[config.mk]
export PLATFORM = sky130hd
export DESIGN_NAME = register_pipe
export DESIGN_NICKNAME = d
export VERILOG_FILES = /design/src/rtl/register_pipe_pkg.sv /design/src/rtl/register_pipe_stage.sv /design/src/rtl/register_pipe.sv
export SDC_FILE = /design/constraint.sdc
export NUM_CORES = 1
export LEC_CHECK = 0
export ABC_AREA = 1
export CAP_MARGIN = 40
export CORE_MARGIN = 1
export CORE_UTILIZATION = 37
export DETAILED_ROUTE_END_ITERATION = 10
export PLACE_DENSITY = 0.75
export SYNTH_ARGS = -nofsm -noshare
export SYNTH_HDL_FRONTEND = slang
export SYNTH_HIERARCHICAL = 1
export SYNTH_SLANG_ARGS = --single-unit
[constraint.sdc]
create_clock -name CLK -period 1 [get_ports CLK]
set_input_delay 0.15 -clock CLK [delete_from_list [all_inputs] [get_ports CLK]]
set_output_delay 0.15 -clock CLK [all_outputs]
set_load 0.005 [all_outputs]
[src/rtl/register_pipe_pkg.sv]
// Shared parameters and helpers for register_pipe: defaults, legal limits
// and the width of the optional occupancy count.
package register_pipe_pkg;

  localparam int WIDTH_DEFAULT = 5;
  localparam int WIDTH_MIN     = 1;
  localparam int WIDTH_MAX     = 64;

  localparam int DEPTH_DEFAULT = 2;
  localparam int DEPTH_MIN     = 1;
  localparam int DEPTH_MAX     = 16;

  // Enough bits to hold every occupancy value from 0 to depth inclusive.
  function automatic int count_width(input int depth);
    return $clog2(depth + 1);
  endfunction

endpackage

[src/rtl/register_pipe_stage.sv]
// One register_pipe stage: a data register, its valid bit and the
// bubble-collapsing ready term handed to the previous stage.
module register_pipe_stage
  import register_pipe_pkg::*;
#(
  parameter int WIDTH = WIDTH_DEFAULT
) (
  input  logic             clk,
  input  logic             rst_n,
  input  logic [WIDTH-1:0] prev_data,
  input  logic             prev_valid,
  input  logic             next_ready,
  output logic [WIDTH-1:0] data,
  output logic             valid,
  output logic             ready
);

  // An empty stage can always take a word, even when the downstream is stalled.
  assign ready = !valid || next_ready;

  always_ff @(posedge clk or negedge rst_n) begin
    if (!rst_n) begin
      data  <= '0;
      valid <= 1'b0;
    end else if (ready) begin
      valid <= prev_valid;
      if (prev_valid) begin
        data <= prev_data;
      end
    end
  end

endmodule

[src/rtl/register_pipe.sv]
// Elastic register pipeline of DEPTH valid/ready stages.
// Define REGISTER_PIPE_COUNT_EN to add the COUNT occupancy output.
module register_pipe
  import register_pipe_pkg::*;
#(
  parameter int WIDTH = WIDTH_DEFAULT,
  parameter int DEPTH = DEPTH_DEFAULT
) (
  input  logic                            CLK,
  input  logic                            RESETN,
  input  logic [WIDTH-1:0]                I,
  input  logic                            I_VALID,
  output logic                            I_READY,
  output logic [WIDTH-1:0]                O,
  output logic                            O_VALID,
`ifdef REGISTER_PIPE_COUNT_EN
  output logic [count_width(DEPTH)-1:0]   COUNT,
`endif
  input  logic                            O_READY
);

  if (WIDTH < WIDTH_MIN || WIDTH > WIDTH_MAX) begin : g_bad_width
    $error("register_pipe: WIDTH=%0d outside %0d..%0d", WIDTH, WIDTH_MIN, WIDTH_MAX);
  end
  if (DEPTH < DEPTH_MIN || DEPTH > DEPTH_MAX) begin : g_bad_depth
    $error("register_pipe: DEPTH=%0d outside %0d..%0d", DEPTH, DEPTH_MIN, DEPTH_MAX);
  end

  logic [WIDTH-1:0] stage_data [DEPTH];
  logic [DEPTH-1:0] v;
  logic [DEPTH:0]   rdy;

  assign rdy[DEPTH] = O_READY;

  // Stage 0 is fed from the upstream port, every later stage from its predecessor.
  for (genvar k = 0; k < DEPTH; k++) begin : g_stage
    logic [WIDTH-1:0] src_data;
    logic             src_valid;

    if (k == 0) begin : g_head
      assign src_data  = I;
      assign src_valid = I_VALID;
    end else begin : g_body
      assign src_data  = stage_data[k-1];
      assign src_valid = v[k-1];
    end

    register_pipe_stage #(
      .WIDTH(WIDTH)
    ) u_stage (
      .clk       (CLK),
      .rst_n     (RESETN),
      .prev_data (src_data),
      .prev_valid(src_valid),
      .next_ready(rdy[k+1]),
      .data      (stage_data[k]),
      .valid     (v[k]),
      .ready     (rdy[k])
    );
  end

  assign I_READY = rdy[0];
  assign O       = stage_data[DEPTH-1];
  assign O_VALID = v[DEPTH-1];

`ifdef REGISTER_PIPE_COUNT_EN
  localparam int CNT_W = count_width(DEPTH);

  always_comb begin
    COUNT = '0;
    for (int k = 0; k < DEPTH; k++) begin
      COUNT = COUNT + CNT_W'(v[k]);
    end
  end
`endif

endmodule

==> results_dict.tcl, run 1 <==
set metrics [dict create \
    layout_commonest_cell "nand2_1" \
    synth-seq-cells 12 \
    grt_max_degree 13 \
    core-area_sq_mm 0.00116 \
    die_y_um 38.2 \
    cp.arrival_ps 920 \
    initial_core_util 0.420 \
    crit_top_cell "nand2_4" \
    finalHoldViolCount 0 \
    ant_nets 0 \
    fillers 105 \
    synth_warnings 6 \
    clock_path_buffers 2 \
    final_cell_mix "nand2_1 (22), dfrtp_1 (12), nand3_1 (10), clkdlybuf4s50_1 (8), buf_2 (6)" \
    cts_made_buffers 3 \
    fin_nets 84 \
    setup_ws_ps -74.1 \
    syn-instance-count 50 \
    slew_headroom 0.839 \
    synth_top_area_cell "dfrtp_1" \
    post-route-period-util 1.07 \
    fp.dieW_um 38.2 \
    critPathBufInv 2 \
    hold_path_class "in -> async" \
    finalSetupViolCount 1 \
    rsz0062_at_grt "true" \
    switching_share 0.272 \
    synth_seq_area_share 0.619 \
    htreeDepth 1 \
    viasPerCell 4.36 \
    combPwrFrac 0.247 \
    synth.distinct_cells 5 \
    clock-root-buffer "clkbuf_4" \
    tritoncts "done" \
    syn_area_per_cell_sq_um 9.71 \
    yosys-top-cells-area "dfrtp_1 (62%), nand2_1 (17%), nand3_1 (10%)" \
    drt-initial-drc-count 7 \
    antenna_found_initial 0 \
    skew_ps 1.48 \
    grt_pass1_vias 331 \
    syn_to_final_growth_pct 43.8 \
    drc_errors 0 \
    cpMaxStageDelayCell "dfrtp_1" \
    setup.worst_path.class "reg -> out" \
    internal-power_w 0.000982 \
    outcome "complete, but fails checks" \
    antennaDiodeCount 0 \
    tns_ps -74.1 \
    r2r_cells 7 \
    seq_power_share 0.477 \
    cts.sinks 12 \
    port_buffers 15 \
    worst_pin_slew_ps 241 \
    routabilityCongestion 0.609 \
    layout-drive-gt1-share 0.284 \
    layout_min_cycle_time_ps 1070 \
    overflow 0 \
    r2r_start "g_stage[1].u_stage/valid" \
    fin_area_sq_um 698 \
    io_pins 16 \
    cp_max_fo 2 \
    place_area_sq_um 683 \
    grt_pass1_wl_um 1360 \
    p_per_area_mw_per_mm2 1930 \
    wire_per_inst_um 9.31 \
    synth_nets 59 \
    drv_slew 0 \
    power_w 0.00135 \
    hold_buffers 0 \
    cap_violations 0 \
    post-route-util 0.604 \
    cp_top_family "flip-flops" \
    rrSetupSlack_ps 10 \
    switchingPower_w 0.000368 \
    fp-row-count 12 \
    wirelength_um 819 \
    clk_latency_ps 260 \
    synthesis.area_sq_um 485 \
    regToRegEndpoint "g_stage[0].u_stage/data[4]" \
    via_count 384 \
    grt_usage 0.140 \
    violations "negative setup slack" \
    power_leakage_nw 0.386 \
    crit_required_ps 850 \
    crit_path_start_kind "flop" \
    dieArea_sq_mm 0.00146 \
    cp-end-kind "output port" \
    max_stage_delay_ps 380 \
    crit_chain "nand2_4 > inv_2 > nand2_4 > buf_6" \
    vdd_drop_max_uv 931 \
    synth_top_area_frac 0.619 \
    drtPass1Iterations 4 \
    cts.clk_slew.worst_paths_ps 70 \
    pwr-share-clk 0.275 \
    fmax_mhz 931 \
]
## power groups by stage
stage / clock network [W] / registers [W] / logic (W)
after floorplan: 0 / 0.000666 / 0.000135
after global placement: 0 / 0.000651 / 0.000377
after detailed placement: 0 / 0.000659 / 0.000388
after CTS: 0.000386 / 0.000646 / 0.000344
after global routing: 0.000408 / 0.000658 / 0.000378
final: 0.000372 / 0.000644 / 0.000334
## kinds of logic after synthesis
logic type / Yosys count / share of synthesized area
buffers and inverters: 2 / 0.0155
DFF: 12 / 0.619
and+or+nand+nor: 36 / 0.366
## metrics by stage
stage	worst slack [ps]	hold WS [ps]	instances
final	-74.1	175	88
after global routing	-118	187	88
after CTS	-88.1	171	88
after detailed placement	-466	458	83
after global placement	-459	454	83
after floorplan	46.0	-146	50
## sequential cells by signal, summed over array words and instances, names as in the netlist
name	count
g_stage.u_stage/data	10
g_stage.u_stage/valid	2
## layer usage
metal / GRT usage / wire length [um]
met2: 0.216 / 412
met3: 0.0174 / 35
met1: 0.176 / 371
met5: 0 / 0
met4: 0.107 / 0
## area by class of cell
type | count | area [sq um] | area share
flip-flops and latches | 12 | 300 | 0.430
multi-input cells | 36 | 178 | 0.254
repair buffers | 20 | 159 | 0.228
clock buffers | 4 | 36.3 | 0.0520
well taps | 14 | 17.5 | 0.0251
inverters | 2 | 7.51 | 0.0108
## how the worst max path moves through the flow
stage | start | to | slack [ps] | cells after the start
global placement | O_READY | I_READY | -460 | 6
finish | g_stage[1].u_stage/valid | I_READY | -70 | 4
detailed placement | O_READY | I_READY | -470 | 6
CTS | g_stage[1].u_stage/valid | I_READY | -90 | 4
global route | g_stage[1].u_stage/valid | I_READY | -120 | 4
floorplan | g_stage[1].u_stage/valid | g_stage[0].u_stage/data[0] | 50 | 6
## synthesized netlist by cell type, drive strengths merged
| master | number |
|---|---|
| dfrtp | 12 |
| inv | 2 |
| nand2 | 26 |
| nand3 | 10 |
## what timing repair did
item                                   in CTS  in global routing
endpoints found under the hold margin       0                  0
resized for setup                          29                  0
setup endpoints to repair                  12                  6
setup buffers                               1                  0
pin swaps                                   1                  0
(Power assumes the default switching activity.)
==> run 2, diff against run 1 <==
- CORE_ASPECT_RATIO: unset -> 0.9
- CORE_UTILIZATION: 37 -> 25
- PLACE_DENSITY: 0.75 -> 0.57
==> run 2 against run 1 <==
The run still ends with negative setup slack left. First-iteration DRC count did not move. Sequential power barely moved. Largest cell class unchanged. Combinational power rose by 34%. Non-clock buffer count rose by 7. Hold slack improved by 5.5 ps. Register-to-register slack got worse by 20 ps. Critical path type unchanged. Fmax fell by 0.65%.
==> results_dict.tcl, run 2 (synthesized netlist as in run 1, its figures left out) <==
set metrics [dict create \
    outcome "complete, but fails checks" \
    violations "negative setup slack" \
    final_cells 104 \
    cp.arrival_ps 930 \
    antenna_found_initial 0 \
    drt-initial-drc-count 7 \
    die_y_um 43.8 \
    port_buffers 15 \
    cp_top_family "flip-flops" \
    place_inst 93 \
    hold_path_class "in -> async" \
    dieArea_sq_mm 0.00212 \
    crit_required_ps 850 \
    fp.dieW_um 48.5 \
    fillers 180 \
    worst_pin_slew_ps 252 \
    largestRegisters "g_stage.u_stage/data (10), g_stage.u_stage/valid (2)" \
    cap_violations 0 \
    worstSetupPathDepth 4 \
    p_per_area_mw_per_mm2 1830 \
    finalHoldViolCount 0 \
    fp-row-count 14 \
    via_count 411 \
    clk_latency_ps 260 \
    drtPass1Iterations 4 \
    htreeDepth 1 \
    antennaDiodeCount 0 \
    vdd_drop_max_uv 607 \
    viasPerCell 3.95 \
    post-route-period-util 1.08 \
    ant_nets 0 \
    setup_ws_ps -81.1 \
    cp_max_fo 2 \
    multi_input_area_sq_um 178 \
    drv_slew 0 \
    skew_ps 1.63 \
    rsz0062_at_grt "true" \
    max_stage_delay_ps 410 \
    initial_core_util 0.277 \
    rrSetupSlack_ps -10 \
    overflow 0 \
    wire_per_inst_um 8.67 \
    tritoncts "done" \
    grt_pass1_wl_um 1550 \
    grt_max_degree 13 \
    io_pins 16 \
    crit_path_start_kind "flop" \
    dp_hpwl_um 640 \
    finalSetupViolCount 7 \
    layout-drive-gt1-share 0.338 \
    largest_reg_flops 10 \
    cts_made_buffers 3 \
    layout_min_cycle_time_ps 1080 \
    post-route-util 0.428 \
    regToRegEndpoint "g_stage[0].u_stage/data[0]" \
    cts.sinks 12 \
    critPathBufInv 2 \
    layout_commonest_cell "nand2_1" \
    clock_path_buffers 2 \
    final_cell_mix "nand2_1 (22), dfrtp_1 (12), buf_4 (12), nand3_1 (10), clkdlybuf4s50_1 (8)" \
    core-area_sq_mm 0.00175 \
    fmax_mhz 925 \
    cp-end-kind "output port" \
    fin_nets 91 \
    grt_pass1_vias 344 \
    fin_area_sq_um 749 \
    drc_errors 0 \
    top_register "g_stage.u_stage/data" \
    preCtsSetupSlack_ps -467 \
    slew_headroom 0.831 \
    crit_chain "nand2_4 > inv_2 > nand2_4 > buf_6" \
    wirelength_um 902 \
    setup.worst_path.class "reg -> out" \
    cpMaxStageDelayCell "dfrtp_1" \
    seq_area_sq_um 300 \
    power_leakage_nw 0.413 \
    grt_usage 0.103 \
    crit_top_cell "nand2_4" \
    cts.clk_slew.worst_paths_ps 70 \
    routabilityCongestion 0.691 \
    r2r_start "g_stage[1].u_stage/valid" \
    r2r_cells 7 \
    place_area_sq_um 696 \
    syn_to_final_growth_pct 54.4 \
    clock-root-buffer "clkbuf_4" \
]
## run 2: changes by cell type in the layout (fill, tap and decap cells not counted)
cell,change
clkbuf_2,+5
buf_4,+7
buf_2,-5
clkbuf_8,-1
## run 2: area by class of cell
| cell class | instances | area share |
|---|---|---|
| multi-input cells | 36 | 0.237 |
| inverters | 2 | 0.0100 |
| flip-flops and latches | 12 | 0.401 |
| clock buffers | 3 | 0.0301 |
| repair buffers | 27 | 0.282 |
| well taps | 24 | 0.0401 |
## run 2: worst max-delay path by stage
stage	startpoint	end
2_1_floorplan	g_stage[1].u_stage/valid	g_stage[0].u_stage/data[0]
3_3_place_gp	O_READY	I_READY
3_5_place_dp	O_READY	I_READY
4_1_cts	g_stage[1].u_stage/valid	I_READY
5_1_grt	g_stage[1].u_stage/valid	I_READY
6_report	g_stage[1].u_stage/valid	I_READY
## run 2: metrics by stage
| step | hold slack, ps | TNS (ps) | power [W] |
|---|---|---|---|
| 2_1_floorplan | -146 | 0 | 0.000801 |
| 6_report | 180 | -199 | 0.00137 |
| 5_1_grt | 181 | -722 | 0.00147 |
| 3_3_place_gp | 459 | -2840 | 0.00103 |
| 3_5_place_dp | 462 | -2910 | 0.00104 |
| 4_1_cts | 176 | -120 | 0.00137 |
## run 2: routing by layer
metal | wire length (um) | track usage | vias to the layer above
met4 | 8 | 0.0882 | 0
met2 | 376 | 0.146 | 17
met5 | 0 | 0 | -
li1 | - | - | 220
met3 | 81 | 0.0316 | 2
met1 | 436 | 0.129 | 172
## run 2: timing repair
action                                 in CTS  in global routing
pin swaps                                   1                  1
gates resized for setup                    20                  5
setup endpoints to repair                  12                 12
setup buffers                               5                  3
endpoints found under the hold margin       0                  0
hold buffers                                0                  0
## run 2: power by group
part	leakage [nW]	internal (W)	total, W	switching [W]
sequential	0.147	0.000588	0.000646	0.0000581
clock	0.0138	0.000139	0.000278	0.000139
combinational	0.252	0.000266	0.000449	0.000183
total	0.413	0.000992	0.00137	0.000381
==> run 3, diff against run 2 <==
- CAP_MARGIN: 40 -> 0
- CORE_ASPECT_RATIO: 0.9 -> unset
- SYNTH_HIERARCHICAL: 1 -> unset
==> run 3 against run 2 <==
The run still ends with negative setup slack left. Fmax increased by 0.46%. Wire length increased by 7.3%. Die area about the same. Flip-flop and latch count unchanged. Total power increased by 3.1%. Synthesized area unchanged. Design area increased by 7.0%. Combinational power increased by 8.5%. Critical endpoint unchanged.
==> results_dict.tcl, run 3 <==
set metrics [dict create \
    io_pins 16 \
    cp.arrival_ps 930 \
    viasPerCell 4.10 \
    largestRegisters "g_stage.u_stage.data (10), g_stage.u_stage.valid (2)" \
    crit_chain "buf_6 > nand3_4 > buf_6" \
    port_buffers 15 \
    crit_top_cell "buf_6" \
    dieArea_sq_mm 0.00212 \
    clk_latency_ps 260 \
    slew_headroom 0.841 \
    rrSetupSlack_ps -30 \
    wirelength_um 968 \
    seq_power_share 0.459 \
    finalSetupViolCount 12 \
    switchingPower_w 0.000403 \
    hold_path_class "in -> async" \
    wire_per_inst_um 9.22 \
    max_stage_delay_ps 400 \
    final_cell_mix "nand2_1 (21), dfrtp_1 (12), buf_4 (11), clkdlybuf4s50_1 (8)" \
    antennaDiodeCount 0 \
    power_leakage_nw 0.415 \
    clock_path_buffers 2 \
    cpMaxStageDelayCell "dfrtp_1" \
    drc_errors 0 \
    setup.worst_path.class "reg -> out" \
    grt_max_degree 13 \
    top_usage_layer "met2" \
    drv_slew 0 \
    use_met1 0.133 \
    antenna_found_initial 0 \
    die_y_um 46.1 \
    layout-drive-gt1-share 0.425 \
    synthesis.area_sq_um 485 \
    power_w 0.00142 \
    combPwrFrac 0.344 \
    yosys-top-cells-area "dfrtp_1 (62%), nand2_1 (17%), nand3_1 (10%)" \
    rsz0062_at_grt "true" \
    async_reset_ff_frac 1.00 \
    overflow 0 \
    vdd_drop_max_uv 760 \
    core-area_sq_mm 0.00176 \
    grt_pass1_vias 359 \
    htreeDepth 1 \
    routabilityCongestion 0.659 \
    crit_required_ps 850 \
    netlist_top_cells_count "nand2_1 (22), dfrtp_1 (12), nand3_1 (10)" \
    fp-row-count 15 \
    synth_top_area_frac 0.619 \
    fin_nets 91 \
    synth.distinct_cells 8 \
    top_register "g_stage.u_stage.data" \
    layout_commonest_cell "nand2_1" \
    synth_nets 59 \
    multi_input_area_sq_um 211 \
    regToRegEndpoint "g_stage[1].u_stage.data[3]" \
    finalHoldViolCount 0 \
    synth_most_common_cell "nand2_1" \
    hold_buffers 0 \
    post-route-period-util 1.08 \
    setup_ws_ps -76.2 \
    largest_reg_flops 10 \
    grt_pass1_wl_um 1470 \
    dp_hpwl_um 657 \
    synth_seq_area_share 0.619 \
    synth_top_area_cell "dfrtp_1" \
    fillers 193 \
    post-route-util 0.455 \
    grt_util_met2 0.138 \
    cts.clk_slew.worst_paths_ps 70 \
    fmax_mhz 929 \
    preCtsSetupSlack_ps -382 \
    synth_warnings 0 \
    cp-end-kind "output port" \
    tritoncts "done" \
    clock-root-buffer "clkbuf_4" \
    pwr-share-clk 0.197 \
    synthFlopType "dfrtp_1" \
    r2r_cells 6 \
    drt-initial-drc-count 9 \
    violations "negative setup slack" \
    worst_pin_slew_ps 237 \
    crit_path_start_kind "flop" \
    syn_area_per_cell_sq_um 9.71 \
    synth-edff-count 0 \
    p_per_area_mw_per_mm2 1760 \
    via_count 430 \
    cts_made_buffers 3 \
    layout_min_cycle_time_ps 1080 \
    cts.sinks 12 \
    switching_share 0.284 \
    internal-power_w 0.00101 \
    grtUsageMet3 0.0353 \
    initial_core_util 0.275 \
    cp_top_family "flip-flops" \
    syn_to_final_growth_pct 65.2 \
    grt_usage 0.0992 \
    skew_ps 2.05 \
    critPathBufInv 2 \
    cp_max_fo 2 \
    ant_nets 0 \
    synth-seq-cells 12 \
    outcome "complete, but fails checks" \
    syn-instance-count 50 \
    seq_area_sq_um 300 \
    whs_ps 184 \
    cap_violations 0 \
    fp.dieW_um 46.1 \
    r2r_start "g_stage[1].u_stage.valid" \
    drtPass1Iterations 4 \
]
==> run 3: changes by cell type after synthesis, sizes merged <==
cell,before,now
nand2,26,25
buf,0,1
nand3,10,11
inv,2,1
==> run 3: final cells by class <==
cell class                      instances  share of cell area
Sequential cell                        12               0.374
Timing Repair Buffer                   28               0.290
Multi-Input combinational cell         36               0.264
Tap cell                               25              0.0390
Clock buffer                            3              0.0281
Inverter                                1             0.00468
==> run 3: worst max path at each step <==
stage,start,to,slack [ps],cells after the start
2_1_floorplan,g_stage[0].u_stage.valid,g_stage[0].u_stage.data[0],120,5
3_3_place_gp,O_READY,I_READY,-390,4
3_5_place_dp,O_READY,I_READY,-380,4
4_1_cts,g_stage[1].u_stage.valid,I_READY,-90,3
5_1_grt,g_stage[1].u_stage.valid,I_READY,-140,3
6_report,g_stage[1].u_stage.valid,I_READY,-80,3
==> run 3: timing repair <==
| action | in CTS | in global routing |
|---|---|---|
| buffers inserted | 7 | 1 |
| resized for setup | 21 | 14 |
| pin swaps | 1 | 6 |
| endpoints found under the setup margin | 8 | 19 |
==> run 3: metal layers <==
metal  part of all wire  vias up  routed length, um
met3              0.067        0                 65
met4                  0        0                  0
met2               0.47       16                456
met1               0.46      191                446
li1                   -      223                  -
met5                  0        -                  0
==> run 3: power by group through the flow <==
stage	Sequential [W]	Combinational [W]	Clock (W)
finish	0.000649	0.000487	0.000279
global route	0.000659	0.000536	0.000319
CTS	0.000642	0.000471	0.000284
detailed placement	0.000661	0.000376	0
global placement	0.000659	0.000373	0
floorplan	0.000656	0.000145	0
==> run 3: logic make-up (layout without fill, tap and decap cells) <==
group | after synthesis | in the layout | synth area share
buffers and inverters | 2 | 32 | 0.0232
DFF | 12 | 12 | 0.619
and+or+nand+nor | 36 | 36 | 0.358
==> run 3: per-stage QoR <==
step	setup TNS (ps)	std cells	area, sq um
after floorplan	0	50	485
after global placement	-2560	94	697
after detailed placement	-2610	94	697
after CTS	-440	104	778
after global routing	-937	105	802
final	-260	105	802
